[config.mk]
export PLATFORM = sky130hd
export DESIGN_NAME = vend_ctrl
export DESIGN_NICKNAME = d
export VERILOG_FILES = /design/src/rtl/vend_ctrl.sv
export SDC_FILE = /design/constraint.sdc
export NUM_CORES = 1
export LEC_CHECK = 0
export BUFFER_PORTS_ARGS = -buffer_cell sky130_fd_sc_hd__buf_2
export CAP_MARGIN = 20
export CORE_MARGIN = 4
export CORE_UTILIZATION = 50
export DETAILED_ROUTE_END_ITERATION = 16
export PLACE_DENSITY = 0.72
export SLEW_MARGIN = 20
export SYNTH_ARGS = -nofsm -noshare
export SYNTH_HDL_FRONTEND = slang
export SYNTH_SLANG_ARGS = --single-unit
export TNS_END_PERCENT = 1
[constraint.sdc]
create_clock -name clk -period 2.7 [get_ports clk]
set_input_delay 0 -clock clk [delete_from_list [all_inputs] [get_ports clk]]
set_output_delay 0 -clock clk [all_outputs]
set_load 0.02 [all_outputs]
[src/rtl/vend_ctrl.sv]
// Vending machine controller: accumulates coins, releases one item when the
// credit reaches PRICE, and pays any remainder back one 25c unit per cycle.
//
// state  | meaning
// IDLE   | no credit held, coins accepted
// ACCUM  | 0 < credit < PRICE, coins accepted, cancel returns credit
// VEND   | dispense held for DISP_CYCLES cycles, coins rejected
// CHANGE | one change_pulse per cycle until credit is paid out
module vend_ctrl #(
  parameter int PRICE       = 4,
  parameter int MAX_CREDIT  = 12,
  parameter int CW          = 4,
  parameter int DISP_CYCLES = 2
) (
  input  logic          clk,
  input  logic          rst,
  input  logic          coin_valid,
  input  logic [1:0]    coin,
  input  logic          cancel,
  output logic [CW-1:0] credit,
  output logic          dispense,
  output logic          change_pulse,
  output logic          coin_reject,
  output logic          busy
);

  localparam logic [1:0] IDLE   = 2'd0;
  localparam logic [1:0] ACCUM  = 2'd1;
  localparam logic [1:0] VEND   = 2'd2;
  localparam logic [1:0] CHANGE = 2'd3;

  localparam int DW = (DISP_CYCLES > 1) ? $clog2(DISP_CYCLES) : 1;
  localparam logic [DW-1:0] DISP_INIT = DW'(DISP_CYCLES - 1);
  localparam logic [CW:0]   PRICE_W   = (CW+1)'(PRICE);
  localparam logic [CW:0]   MAX_W     = (CW+1)'(MAX_CREDIT);

  logic [1:0]    state;
  logic [DW-1:0] disp_cnt;
  logic [CW:0]   coin_val;
  logic [CW:0]   sum;
  logic          coin_ok;
  logic          do_cancel;

  // Decode the coin value and judge acceptance; sum is one bit wider than
  // credit so the overflow compare against MAX_CREDIT cannot wrap.
  always_comb begin
    coin_val = '0;
    case (coin)
      2'b00:   coin_val = (CW+1)'(1);
      2'b01:   coin_val = (CW+1)'(2);
      2'b10:   coin_val = (CW+1)'(4);
      default: coin_val = '0;
    endcase
    sum       = {1'b0, credit} + coin_val;
    do_cancel = cancel && (state == ACCUM);
    coin_ok   = coin_valid && !cancel && (coin != 2'b11) && (sum <= MAX_W) &&
                ((state == IDLE) || (state == ACCUM));
  end

  // Registered FSM and outputs; every response lands on the sampling edge.
  // Entering CHANGE already pays the first unit, so credit and change_pulse
  // move together and the pulse count equals the credit returned.
  always_ff @(posedge clk) begin
    if (rst) begin
      state        <= IDLE;
      credit       <= '0;
      dispense     <= 1'b0;
      change_pulse <= 1'b0;
      coin_reject  <= 1'b0;
      busy         <= 1'b0;
      disp_cnt     <= '0;
    end else begin
      coin_reject <= coin_valid && !coin_ok;
      case (state)
        IDLE, ACCUM: begin
          if (do_cancel) begin
            state        <= CHANGE;
            credit       <= credit - 1'b1;
            change_pulse <= 1'b1;
            busy         <= 1'b1;
          end else if (coin_ok) begin
            if (sum >= PRICE_W) begin
              state    <= VEND;
              credit   <= CW'(sum - PRICE_W);
              dispense <= 1'b1;
              disp_cnt <= DISP_INIT;
              busy     <= 1'b1;
            end else begin
              state  <= ACCUM;
              credit <= CW'(sum);
            end
          end
        end
        VEND: begin
          if (disp_cnt == '0) begin
            dispense <= 1'b0;
            if (credit != '0) begin
              state        <= CHANGE;
              credit       <= credit - 1'b1;
              change_pulse <= 1'b1;
            end else begin
              state <= IDLE;
              busy  <= 1'b0;
            end
          end else begin
            disp_cnt <= disp_cnt - 1'b1;
          end
        end
        CHANGE: begin
          if (credit == '0) begin
            state        <= IDLE;
            change_pulse <= 1'b0;
            busy         <= 1'b0;
          end else begin
            credit <= credit - 1'b1;
          end
        end
        default: begin
          state        <= IDLE;
          credit       <= '0;
          dispense     <= 1'b0;
          change_pulse <= 1'b0;
          busy         <= 1'b0;
        end
      endcase
    end
  end

endmodule

==> results.py <==
metrics = {
    "drt": {
        "drc_errors": 0,
        "vias": 857,
        "routed_wl_um": 2040,
        "firstDrtPassIters": 4,
        "wl_per_cell_um": 13.8,
        "drt-vias-per-instance": 5.79,
        "drt_iter0_drc": 37,
        "ant_nets": 0,
    },
    "place": {
        "gp_congestion": 0.889,
        "place_area_um2": 961,
        "numPortBuffers": 13,
        "hpwl_um": 1630,
    },
    "yosys": {
        "synth_cell_types": 42,
        "synthArstFlopShare": 0,
        "ys.flop_type": "dfxtp_1",
        "ys.warnings.count": 0,
        "synth_edf_count": 0,
        "ys_ff_latch": 11,
        "synthCells": 110,
        "ys_seq_area_frac": 0.250,
        "synth_area_um2": 882,
        "syn_nets": 121,
        "syn_avg_cell_area_um2": 8.02,
    },
    "global_route": {
        "grtUsageTotal": 0.174,
        "grt_max_degree": 12,
        "grt_first_pass_wirelength_um": 3390,
        "antenna_found_initial": 0,
        "overflow": 0,
        "grt_pass1_vias": 740,
    },
    "finish": {
        "utilization": 0.619,
        "num-nets-final": 136,
        "multi_input_area_um2": 608,
        "area_growth_syn_to_layout_pct": 11.9,
        "n_antenna_cell": 0,
        "design_area_um2": 987,
        "layout-drive-gt1-share": 0.218,
        "final-seq-area_um2": 220,
        "n_fill_cell": 154,
    },
    "worst_setup_path": {
        "critical_path_class": "reg -> reg",
        "arrival_ns": 2.69,
        "worst_setup_path_start_kind": "flip-flop",
        "worstPathMaxFanout": 6,
        "crit_required_ns": 2.88,
        "cp-end-kind": "flip-flop",
    },
    "clock_network": {
        "cts_max_level": 1,
        "cts_buffers": 3,
        "cts_hold_buf": 0,
        "clkSinkCount": 11,
        "clk_path_buf_depth": 2,
        "clk_latency_ns": 0.26,
        "clkTransAtPathRegs_ns": 0.07,
        "cts_resized": 0,
        "cts_tree": "yes",
        "cts_root_buf": "clkbuf_4",
        "cts_setup_buffers": 0,
    },
    "sta": {
        "tns_ns": 0,
        "finalCritPeriodShare": 0.929,
        "rsz0062_at_grt": "false",
        "period_minus_slack_ns": 2.51,
        "setup_violations": 0,
        "slew_headroom": 0.653,
        "worst_pin_slew_ns": 0.517,
        "slew_violations": 0,
        "fmax_mhz": 399,
        "hold_violations": 0,
        "finClkSkew_ns": 0.00432,
    },
    "floorplan": {
        "initial_utilization": 0.553,
        "dieHeight_um": 50,
        "die_width_um": 50,
        "std_cell_rows": 14,
        "core-area_um2": 1590,
        "pin_count": 14,
        "die_area_um2": 2500,
    },
    "hold_path": {
        "hold_class": "in -> reg",
    },
    "run": {
        "maxCapViolCount": 0,
    },
    "outcome": {
        "status": "complete, no violations",
    },
    "power_and_ir_drop": {
        "power.leakage_uw": 0.000417,
        "max-vdd-ir-drop_mv": 0.353,
        "powerDensity_nw_per_um2": 753,
    },
}
path summary, 6_finish.rpt:
kind / from / to / slack (ns) / cells past startpoint
hold / removal: rst / dispense / 0.04 / 2
setup reg to reg: credit[0] / credit[3] / 0.19 / 8
setup / recovery: credit[0] / credit[3] / 0.19 / 8
hold reg to reg: dispense / dispense / 0.46 / 2
flip-flops by register name, summed over array words and instances, names as in the netlist:
signal	cells
state	2
credit	4
coin_reject	1
busy	1
dispense	1
change_pulse	1
disp_cnt	1
cell families (layout without fill, tap and decap cells):
family / Yosys count / after routing / share of synthesized area
xor+xnor: 2 / 2 / 0.0284
fa+ha+maj: 5 / 5 / 0.0794
flops: 11 / 11 / 0.250
buf+inv: 12 / 26 / 0.0610
mux: 2 / 2 / 0.0227
simple gates: 45 / 45 / 0.272
compound gates: 33 / 33 / 0.287
area by class of cell:
class | instances | area share
Clock buffer | 4 | 0.0266
Inverter | 8 | 0.0304
Multi-Input combinational cell | 87 | 0.616
Sequential cell | 11 | 0.223
Tap cell | 24 | 0.0304
Timing Repair Buffer | 14 | 0.0735
critical path: stages, from the launching register on:
cell	delay (ns)
dfxtp_1	0.43
ha_1	0.25
inv_1	0.07
fa_1	0.48
xor2_2	0.21
a311o_1	0.35
o211ai_2	0.25
a21oi_1	0.17
o211ai_1	0.22
cells in the mapped netlist, drive strengths merged (2+ instances only):
cell type	number	area, um^2
inv	8	30.0
a211oi	4	47.5
dfxtp	11	220
nor2	10	37.5
o211ai	2	20.0
o21ai	5	25.0
mux2i	2	20.0
a221oi	2	17.5
ha	4	50.1
nand3	2	10.0
clkbuf	2	7.51
buf	2	16.3
nor3	5	25.0
nor4	2	12.5
a21oi	10	53.8
nand2	9	33.8
nor2b	6	37.5
nand2b	5	31.3
a21o	2	15.0
routing by layer:
| metal | track usage | vias up | routed length, um |
|---|---|---|---|
| met5 | 0 | - | 0 |
| met1 | 0.248 | 391 | 954 |
| met4 | 0.0184 | 0 | 0 |
| met2 | 0.254 | 39 | 923 |
| li1 | - | 427 | - |
| met3 | 0.0633 | 0 | 163 |
layout by cell type (no fill, tap or decap), drive strengths merged, types with 2 or more instances in the layout:
master and n:
dfxtp 11, inv 8, nand2b 5, o211ai 2, a211oi 4, clkbuf 4, ha 4, a221oi 2
nor3 5, nand2 9, nand3 2, o21ai 5, buf 14, nor4 2, nor2 10, mux2i 2
nor2b 6, a21oi 10, a21o 2
power breakdown:
| group | switching, uW | leakage (uW) | total [uW] | internal (uW) |
|---|---|---|---|---|
| clock | 51.1 | 0.0000150 | 108 | 57.1 |
| sequential | 49.4 | 0.0000900 | 246 | 196 |
| combinational | 226 | 0.000312 | 390 | 164 |
| total | 326 | 0.000417 | 743 | 417 |
through the flow:
step	total power [uW]	cells	setup slack, ns	hold slack [ns]
detailed placement	635	144	0.218	0.316
global placement	628	144	0.335	0.311
global route	799	148	0.0344	0.0433
floorplan	546	110	0.292	0.144
finish	743	148	0.191	0.0441
CTS	747	148	0.196	0.0320
No activity file was read; power rests on OpenSTA's default activity.
